<file path="src/rtl/ntt_addr_seq.sv">
// ntt_addr_seq
// ----------------------------------------------------------------------------
// Consumer-side sequencer for the 128-entry NTT address ROM. On start it walks
// ROM addresses 0..NUM_STEPS-1, absorbs the one-cycle ROM read latency, and
// streams each ROM word out as four 7-bit coefficient indices, one step per
// beat, to the butterfly datapath.
//
// Ports
//   clk, rst        : single rising-edge clock, synchronous active-high reset
//   start           : run request, sampled only while idle
//   busy            : high while a run is in progress (RUN or DRAIN)
//   done            : one-cycle pulse together with the pop of the last step
//   rom_addr        : ROM address (the issue counter register)
//   rom_ena         : ROM read strobe; data for it is on rom_data next cycle
//   rom_data        : ROM read word, four packed 7-bit indices
//   out_valid       : a step is available at the FIFO head
//   out_ready       : downstream accepts the current beat
//   out_step        : step index of the current beat
//   out_a0..out_a3  : rom_data[27:21] / [20:14] / [13:7] / [6:0] of that step
//   state_dbg       : FSM state (0 IDLE, 1 RUN, 2 DRAIN) for observation
//   stall_cnt       : only with ADDR_SEQ_PERF_EN defined; saturating count of
//                     cycles with out_valid & !out_ready during a run
//
// Handshake: a beat transfers in every cycle where out_valid & out_ready are
// both high; while out_valid is high and out_ready low, every out_* field is
// held unchanged.
//
// Configuration macro: ADDR_SEQ_PERF_EN (adds the stall_cnt output).
// ----------------------------------------------------------------------------
module ntt_addr_seq #(
  parameter int NUM_STEPS  = 128,
  parameter int DATA_WIDTH = 28,
  parameter int FIFO_DEPTH = 2
) (
  input  logic                  clk,
  input  logic                  rst,
  input  logic                  start,
  output logic                  busy,
  output logic                  done,
  output logic [6:0]            rom_addr,
  output logic                  rom_ena,
  input  logic [DATA_WIDTH-1:0] rom_data,
  output logic                  out_valid,
  input  logic                  out_ready,
  output logic [6:0]            out_step,
  output logic [6:0]            out_a0,
  output logic [6:0]            out_a1,
  output logic [6:0]            out_a2,
  output logic [6:0]            out_a3,
  output logic [1:0]            state_dbg
`ifdef ADDR_SEQ_PERF_EN
  ,
  output logic [15:0]           stall_cnt
`endif
);

  typedef enum logic [1:0] {
    IDLE  = 2'd0,
    RUN   = 2'd1,
    DRAIN = 2'd2
  } state_t;

  localparam int EW = 7 + DATA_WIDTH;  // FIFO entry: {step tag, rom word}

  state_t         state, state_nxt;
  logic [6:0]     iss;        // next address to issue
  logic [6:0]     tag;        // step index of the read in flight
  logic           inflight;   // rom_ena of the previous cycle
  logic [EW-1:0]  mem [2];
  logic           rd_ptr, wr_ptr;
  logic [1:0]     occ;
  logic [2:0]     credit_sum;
  logic [EW-1:0]  head;
  logic           pop, issue, last_iss, done_c;

  assign pop        = out_valid & out_ready;
  // Entries the FIFO will hold at the end of this cycle; a read issued now
  // lands one cycle later, so it must fit on top of that.
  assign credit_sum = {1'b0, occ} + {2'b00, inflight} - {2'b00, pop};
  assign last_iss   = (iss == 7'(NUM_STEPS - 1));
  assign issue      = (state == RUN) && (credit_sum < 3'(FIFO_DEPTH));
  // In DRAIN every read has been issued; one entry left with nothing in
  // flight is the last step.
  assign done_c     = (state == DRAIN) && !inflight && (occ == 2'd1) && pop;

  always_comb begin
    state_nxt = state;
    case (state)
      IDLE:    if (start) state_nxt = RUN;
      RUN:     if (issue && last_iss) state_nxt = DRAIN;
      DRAIN:   if (done_c) state_nxt = IDLE;
      default: state_nxt = IDLE;
    endcase
  end

  always_ff @(posedge clk) begin
    if (rst) begin
      state    <= IDLE;
      iss      <= '0;
      tag      <= '0;
      inflight <= 1'b0;
      rd_ptr   <= 1'b0;
      wr_ptr   <= 1'b0;
      occ      <= '0;
      mem[0]   <= '0;
      mem[1]   <= '0;
    end else begin
      state    <= state_nxt;
      inflight <= issue;
      if (issue) begin
        tag <= iss;
        iss <= last_iss ? 7'd0 : iss + 7'd1;
      end
      if (inflight) begin
        mem[wr_ptr] <= {tag, rom_data};
        wr_ptr      <= ~wr_ptr;
      end
      if (pop) rd_ptr <= ~rd_ptr;
      occ <= occ + {1'b0, inflight} - {1'b0, pop};
    end
  end

  assign head      = mem[rd_ptr];
  assign busy      = (state != IDLE);
  assign done      = done_c;
  assign rom_ena   = issue;
  assign rom_addr  = iss;
  assign out_valid = (occ != 2'd0);
  assign out_step  = head[EW-1 -: 7];
  assign out_a0    = head[DATA_WIDTH-1  -: 7];
  assign out_a1    = head[DATA_WIDTH-8  -: 7];
  assign out_a2    = head[DATA_WIDTH-15 -: 7];
  assign out_a3    = head[DATA_WIDTH-22 -: 7];
  assign state_dbg = state;

`ifdef ADDR_SEQ_PERF_EN
  always_ff @(posedge clk) begin
    if (rst) begin
      stall_cnt <= '0;
    end else if (state == IDLE) begin
      if (start) stall_cnt <= '0;
    end else if (out_valid && !out_ready && (stall_cnt != 16'hFFFF)) begin
      stall_cnt <= stall_cnt + 16'd1;
    end
  end
`endif

endmodule

</file>
<file path="config.mk">
export PLATFORM = sky130hd
export DESIGN_NAME = ntt_addr_seq
export DESIGN_NICKNAME = d
export VERILOG_FILES = /design/src/rtl/ntt_addr_seq.sv
export SDC_FILE = /design/constraint.sdc
export NUM_CORES = 1
export LEC_CHECK = 0
export ABC_AREA = 0
export BUFFER_PORTS_ARGS = -buffer_cell sky130_fd_sc_hd__buf_4
export CAP_MARGIN = 20
export CORE_ASPECT_RATIO = 0.5
export CORE_UTILIZATION = 49
export DETAILED_ROUTE_END_ITERATION = 12
export PLACE_DENSITY = 0.85
export SLEW_MARGIN = 0
export SYNTH_ARGS = -nofsm -noshare
export SYNTH_HDL_FRONTEND = slang
export SYNTH_SLANG_ARGS = --single-unit
export TNS_END_PERCENT = 5
</file>
<file path="constraint.sdc">
create_clock -name clk -period 2.9 [get_ports clk]
set_input_delay 0.58 -clock clk [delete_from_list [all_inputs] [get_ports clk]]
set_output_delay 0.58 -clock clk [all_outputs]
set_load 0.01 [all_outputs]
</file>
==> impl_summary.txt, run 1 <==
----------------------------------------------------
[Final layout]
  Relative area change from synthesis to final layout ... 26.1%
  Total number of nets in the final design ... 431
  Diode count ... 0
  Layout cell share with drive strength beyond 1 ... 0.385
  Final non-filler cell area ... ~5000 um^2

[Clocking]
  Cts hold-fix bufs ... 0
  TritonCTS clock tree ... built
  Clock-pin slew of the registers on the worst-case setup and hold paths ... 0.06 ns
  Sinks on Clock Net ... 92
  Cell at the root of the clock tree ... sky130_fd_sc_hd__clkbuf_16
  Max Buffers Root-to-Sink ... 2
  Number of clock buffers inserted by TritonCTS ... 9
  Clock latency on the worst-skew pair ... around 0.33 ns
  H-tree depth reported by CTS ... 3
  Number of buffers added for setup after CTS ... 0
  Post-cts sizing count ... 3

[Timing]
  Crit share post-route ... 0.988
  Slew @ Worst Pin ... about 0.65 ns
  Final count of hold timing violations ... 0
  Final Setup Violations ... 0
  Worst setup skew after layout ... 0.00399 ns
  Count of final max-slew check failures ... 0
  Maximum clock frequency ... 0.349 GHz
  Post-route minimum period ... between 2 and 3 ns
  Setup repair after global routing missed its margin ... true
  Max transition margin ... 0.566
  Total negative setup slack ... 0 ns

[Outcome]
  Outcome ... completed

[Synthesis]
  Avg Synthesized Cell Area ... ~13 um^2
  Biggest area contributors in the synthesized netlist ... sky130_fd_sc_hd__edfxtp_1 (52%), sky130_fd_sc_hd__dfxtp_1 (11%), sky130_fd_sc_hd__and2_1 (11%)
  Syn nets ... 345
  Part of the Yosys area used for sequential elements ... 0.629
  Post-synthesis instance area ... roughly 4000 um^2
  Post-synthesis cell type with the largest combined area ... sky130_fd_sc_hd__edfxtp_1
  Total number of yosys warnings ... 0
  Top cells by count, synth ... sky130_fd_sc_hd__and2_1 (70), sky130_fd_sc_hd__edfxtp_1 (70), sky130_fd_sc_hd__mux2_2 (36)
  Async S/R FF share, synth ... 0
  EDFF count, synth ... 70
  Top cell type's share of synthesized area ... 0.520
  Synth unique cells ... 40
  Number of register bits inferred by synthesis ... 92
  Mapped Cells ... 309
  Most common flop cell mapped by yosys ... sky130_fd_sc_hd__edfxtp_1

[Global route]
  Pin count of the biggest net entering global routing ... 36
  Number of global-route vias before repair ... about 2.7k
  Global route hottest layer ... met2
  Met3 Usage GRT ... 0.0453
  Aggregate global routing overflow ... 0
  Met1 capacity usage during global routing ... 0.194
  Global-route wire length before repair ... approximately 12000 um
  Antenna violations before repair ... 0
  Global-route total usage across every layer ... 0.184
  GR Util met2 ... 0.354

[Drt]
  DR DRC count ... 0
  Vias ... 2599
  TritonRoute pass-1 iters ... 4
  Remaining antenna violation count ... 0
  Final routed wire length divided by cell count ... approximately 15 um
  Number of violations reported at the end of detailed-routing iteration 0 ... around 130
  Routed via count divided by cell count ... slightly above 5
  Total Wirelength ... about 7500 um

[Power]
  Peak supply drop ... ~0.42 mV
  P per Cell Area ... between 700 and 800 nW/um^2
  Leakage Power ... 2.07 nW

[Critical path]
  Crit path from ... occ[0]
  Launching point of the worst reg2reg path ... occ[0]
  CP required ... roughly 2.3 ns
  Category of the worst setup path capture point ... primary output
  CP max FO ... 3
  Data arrival time of the worst path ... 2.29 ns
  CP startpoint kind ... flip-flop
  Start-to-end type of the worst setup path ... reg -> out

[Place]
  Final weighted congestion in routability-driven placement ... a little over 0.9
  Final HPWL DP ... approximately 5100 um
  Cell area after placement ... about 4800 um^2
  Port buffer count ... 79

[Hold path]
  Critical hold path startpoint ... start
  Min-delay worst type ... in -> reg

[Floorplanning]
  Full die area ... 8640 um^2
  Number of placed I/O pins ... 80
  Core area ... 7650 um^2
  Die extent in x ... around 130 um
  Die boundary height ... 66.2 um
  Total number of placement rows ... 22
  Starting density of the core ... 0.528

[Run]
  Max-Cap Viols ... 0

----------------------------------------------------
-- metal layers --
| layer | vias up | part of all wire |
|---|---|---|
| met5 | - | 0 |
| met4 | 0 | 0.018 |
| met3 | 15 | 0.048 |
| met2 | 77 | 0.53 |
| met1 | 1233 | 0.40 |
| li1 | 1274 | - |
-- placed cells by master (no fill, tap or decap), drive strengths merged, types with 4 or more instances in the layout --
| cell | count |
|---|---|
| dfxtp | 22 |
| edfxtp | 70 |
| nor2 | 6 |
| buf | 93 |
| inv | 8 |
| nor3b | 4 |
| nor2b | 5 |
| and2 | 70 |
| clkbuf | 13 |
| o21ai | 10 |
| nand3 | 13 |
| a21oi | 11 |
| nand2 | 5 |
| mux2 | 37 |
-- final timing paths --
| path | to | slack, ns | depth (start not counted) |
|---|---|---|---|
| hold / removal | state_dbg[0] | 0.48 | 2 |
| setup / recovery | rom_ena | 0.03 | 9 |
| setup reg to reg | rom_addr[6] | 0.15 | 8 |
| hold reg to reg | tag[3] | 0.48 | 2 |
-- worst max-delay path: stages, from the launching register on --
cell and delay [ns]:
sky130_fd_sc_hd__dfxtp_2 0.32, sky130_fd_sc_hd__o21a_1 0.20, sky130_fd_sc_hd__ha_1 0.27, sky130_fd_sc_hd__inv_1 0.06, sky130_fd_sc_hd__ha_2 0.16, sky130_fd_sc_hd__fa_2 0.46, sky130_fd_sc_hd__nor3b_2 0.20, sky130_fd_sc_hd__nand2_1 0.12
sky130_fd_sc_hd__inv_1 0.07, sky130_fd_sc_hd__buf_4 0.11
-- power by group --
group | leakage, nW | internal, W | switching [W]
clock network | 0.137 | 0.000622 | 0.000431
logic | 1.02 | 0.000596 | 0.000598
registers | 0.906 | 0.00158 | 0.0000633
total | 2.07 | 0.00279 | 0.00109
-- sequential cells by signal, summed over array words and instances, names as in the netlist, named ones only --
signal / cells
wr_ptr: 1
state_dbg: 2
rom_addr: 7
occ: 2
mem: 70
tag: 7
inflight: 1
rd_ptr: 1
-- logic make-up (layout without fill, tap and decap cells) --
| kind of cell | after synthesis | count (layout) | share of synthesized area |
|---|---|---|---|
| fa+ha+maj | 4 | 4 | 0.0142 |
| compound gates | 29 | 29 | 0.0430 |
| simple gates | 117 | 117 | 0.178 |
| mux | 37 | 37 | 0.103 |
| buf+inv | 26 | 117 | 0.0244 |
| xor+xnor | 4 | 4 | 0.00867 |
| flops | 92 | 92 | 0.629 |
-- stage by stage --
| stage | power, W | cells | setup slack [ns] | utilization | hold WS [ns] |
|---|---|---|---|---|---|
| after floorplan | 0.00233 | 309 | 0.0427 | - | 0.458 |
| after global placement | 0.00281 | 492 | -0.104 | 0.630 | 0.474 |
| after detailed placement | 0.00286 | 492 | -0.213 | 0.630 | 0.479 |
| after CTS | 0.00391 | 508 | 0.0137 | 0.666 | 0.468 |
| after global routing | 0.00408 | 508 | -0.0662 | 0.666 | 0.492 |
| final | 0.00389 | 508 | 0.0335 | 0.666 | 0.477 |
-- cell type report --
class                           count  area (um^2)
Tap cell                          108          135
Clock inverter                      3         13.8
Sequential cell                    92         2540
Multi-Input combinational cell    191         1420
Timing Repair Buffer               93          698
Inverter                            8         30.0
Fill cell                         566         2550
Clock buffer                       13          260
Power figures use the tool's default switching activity.
==> run 2, diff against run 1 <==
--- a/constraint.sdc
+++ b/constraint.sdc
@@ -3,2 +3,2 @@
 set_output_delay 0.58 -clock clk [all_outputs]
-set_load 0.01 [all_outputs]
+set_load 0.05 [all_outputs]
==> run 2 against run 1 <==
The flow now finishes with violations (negative setup slack). Final cell count rose by 0.20%. Global-route usage grew 0.28 points. Cell area rose by 0.86%. Clock power grew 4%.
==> impl_summary.txt, run 2 (synthesis results as in run 1) <==
----------------------------------------------------
[Outcome]
  Outcome ... complete, but fails checks (was completed)
  Failing checks ... negative setup slack

[Floorplanning]
  Total number of placement rows ... 22 (unchanged)
  Full die area ... 8640 um^2 (unchanged)
  Starting density of the core ... 0.528 (unchanged)
  Number of placed I/O pins ... 80 (unchanged)
  Core area ... 7650 um^2 (unchanged)
  Die boundary height ... 66.2 um (unchanged)
  Die extent in x ... 130 um (unchanged)

[Power]
  Leakage Power ... 2.07 nW (about the same)
  P per Cell Area ... 876 nW/um^2 (was 762 nW/um^2)
  Peak supply drop ... 0.522 mV (was 0.422 mV)

[Drt]
  DR DRC count ... 0 (unchanged)
  Remaining antenna violation count ... 0 (unchanged)
  Number of violations reported at the end of detailed-routing iteration 0 ... 180 (was 125)
  TritonRoute pass-1 iters ... 5 (was 4)
  Vias ... 2644 (was 2599)
  Final routed wire length divided by cell count ... 15.1 um (was 14.8 um)
  Total Wirelength ... 7670 um (was 7500 um)
  Routed via count divided by cell count ... 5.19 (was 5.12)

[Clocking]
  Cell at the root of the clock tree ... sky130_fd_sc_hd__clkbuf_16 (unchanged)
  Max Buffers Root-to-Sink ... 2 (unchanged)
  H-tree depth reported by CTS ... 3 (unchanged)
  Cts hold-fix bufs ... 0 (unchanged)
  Clock-pin slew of the registers on the worst-case setup and hold paths ... 0.06 ns (about the same)
  Number of clock buffers inserted by TritonCTS ... 9 (unchanged)
  TritonCTS clock tree ... built (unchanged)
  Clock latency on the worst-skew pair ... 0.33 ns (about the same)
  Sinks on Clock Net ... 92 (unchanged)

[Timing]
  Slew @ Worst Pin ... 0.711 ns (was 0.648 ns)
  Max transition margin ... 0.524 (was 0.566)
  Final Setup Violations ... 1 (was 0)
  Final hold slack ... 0.476 ns (was 0.477 ns)
  Worst setup skew after layout ... 0.00541 ns (was 0.00399 ns)
  Post-route minimum period ... 2.96 ns (was 2.87 ns)
  Setup repair after global routing missed its margin ... true (unchanged)
  Worst-case setup margin in the final layout ... -0.0619 ns (was 0.0335 ns)
  Final count of hold timing violations ... 0 (unchanged)
  Count of final max-slew check failures ... 0 (unchanged)
  Crit share post-route ... 1.02 (was 0.988)
  Maximum clock frequency ... 0.338 GHz (was 0.349 GHz)

[Global route]
  Number of global-route vias before repair ... 2772 (was 2675)
  Antenna violations before repair ... 0 (unchanged)
  Global-route wire length before repair ... 12100 um (was 11800 um)
  Aggregate global routing overflow ... 0 (unchanged)
  Global-route total usage across every layer ... 0.186 (was 0.184)
  Pin count of the biggest net entering global routing ... 36 (unchanged)

[Final layout]
  Leading cell type in the layout, fill and taps excluded ... sky130_fd_sc_hd__buf_4 (unchanged)
  Flip-flop count of the largest register, all copies and words added ... 70 (unchanged)
  Layout cell share with drive strength beyond 1 ... 0.392 (was 0.385)
  Relative area change from synthesis to final layout ... 27.2% (was 26.1%)
  Top library cells by usage in the layout, fill and taps aside ... sky130_fd_sc_hd__buf_4 (94), sky130_fd_sc_hd__and2_1 (70), sky130_fd_sc_hd__edfxtp_1 (70), sky130_fd_sc_hd__mux2_2 (36), sky130_fd_sc_hd__dfxtp_1 (20) (was sky130_fd_sc_hd__buf_4 (93), sky130_fd_sc_hd__and2_1 (70), sky130_fd_sc_hd__edfxtp_1 (70), sky130_fd_sc_hd__mux2_2 (36), sky130_fd_sc_hd__dfxtp_1 (21))
  Core Util, Final ... 0.672 (was 0.666)
  Total number of nets in the final design ... 433 (was 431)
  Register containing the most flip-flops in the final layout ... mem (unchanged)
  Diode count ... 0 (unchanged)

[Critical path]
  Launching point of the worst reg2reg path ... occ[1] (was occ[0])
  Data arrival time of the worst path ... 2.38 ns (was 2.29 ns)
  Critical register-to-register path endpoint ... rom_addr[6] (unchanged)
  CP required ... 2.32 ns (about the same)
  Category of the worst setup path capture point ... primary output (unchanged)
  Reg-to-reg slack, setup ... 0.15 ns (about the same)
  CP startpoint kind ... flip-flop (unchanged)
  Worst R2R Path Depth ... 8 (unchanged)
  Start-to-end type of the worst setup path ... reg -> out (unchanged)
  CP max FO ... 3 (unchanged)

[Place]
  Final weighted congestion in routability-driven placement ... 0.935 (was 0.934)
  Final HPWL DP ... 5010 um (was 5140 um)
  Port buffer count ... 79 (unchanged)

[Hold path]
  Hold-critical path depth ... 2 (unchanged)
  Worst Hold Path EP ... state_dbg[0] (unchanged)
  Min-delay worst type ... in -> reg (unchanged)
  Critical hold path startpoint ... start (unchanged)

[Run]
  Max-Cap Viols ... 0 (unchanged)

----------------------------------------------------
run 2: changes by cell type in the layout (fill, tap and decap cells not counted), sizes merged:
cell,before,now
buf,93,95
clkbuf,13,12
bufinv,0,1
clkinv,3,2
run 2: layout make-up:
cell class,instances,area (um^2)
Sequential cell,92,2540
Fill cell,579,2510
Multi-Input combinational cell,191,1440
Timing Repair Buffer,95,717
Clock buffer,12,236
Tap cell,108,135
Clock inverter,3,38.8
Inverter,8,30.0
run 2: where the power goes:
part           total, W  switching, W  internal, W
Clock           0.00109      0.000434     0.000659
Combinational   0.00177       0.00112     0.000641
Sequential      0.00164     0.0000665      0.00158
Total           0.00450       0.00162      0.00288
run 2: worst max path at each step:
stage / cells past startpoint / end / start / slack (ns)
6_report: 9 / rom_ena / occ[1] / -0.06
3_3_place_gp: 9 / state_dbg[0] / out_ready / -0.11
3_5_place_dp: 9 / rom_addr[6] / out_ready / -0.17
4_1_cts: 9 / rom_ena / occ[0] / -0.07
2_1_floorplan: 8 / rom_ena / out_ready / 0.04
5_1_grt: 9 / rom_ena / occ[1] / -0.17
run 2: worst max-delay path, stage by stage, from the launching register on:
cell	delay, ns
sky130_fd_sc_hd__dfxtp_2	0.32
sky130_fd_sc_hd__o21a_1	0.23
sky130_fd_sc_hd__ha_4	0.27
sky130_fd_sc_hd__inv_2	0.04
sky130_fd_sc_hd__ha_4	0.15
sky130_fd_sc_hd__fa_2	0.47
sky130_fd_sc_hd__nor3b_2	0.23
sky130_fd_sc_hd__nand2_1	0.11
sky130_fd_sc_hd__inv_1	0.09
sky130_fd_sc_hd__buf_6	0.15
run 2: metrics by stage:
step | TNS (ns) | instances | setup slack [ns] | area [um^2] | power (W)
final | -0.0619 | 509 | -0.0619 | 5140 | 0.00450
after global routing | -0.166 | 509 | -0.166 | 5140 | 0.00469
after CTS | -0.0658 | 508 | -0.0658 | 5110 | 0.00449
after detailed placement | -0.508 | 493 | -0.169 | 4830 | 0.00339
after global placement | -0.261 | 493 | -0.106 | 4830 | 0.00335
after floorplan | 0 | 309 | 0.0400 | 4040 | 0.00286
run 2: timing repair:
action	in CTS	in global routing
setup endpoints to repair	1	1
pin swaps	0	4
buffers inserted	0	1
resized for setup	3	5
cloned	0	0
run 2: per-layer routing:
layer,GRT usage,up-vias,part of all wire
met5,0,-,0
met4,0.0718,0,0.0096
met2,0.360,73,0.53
li1,-,1276,-
met1,0.199,1286,0.41
met3,0.0437,9,0.042
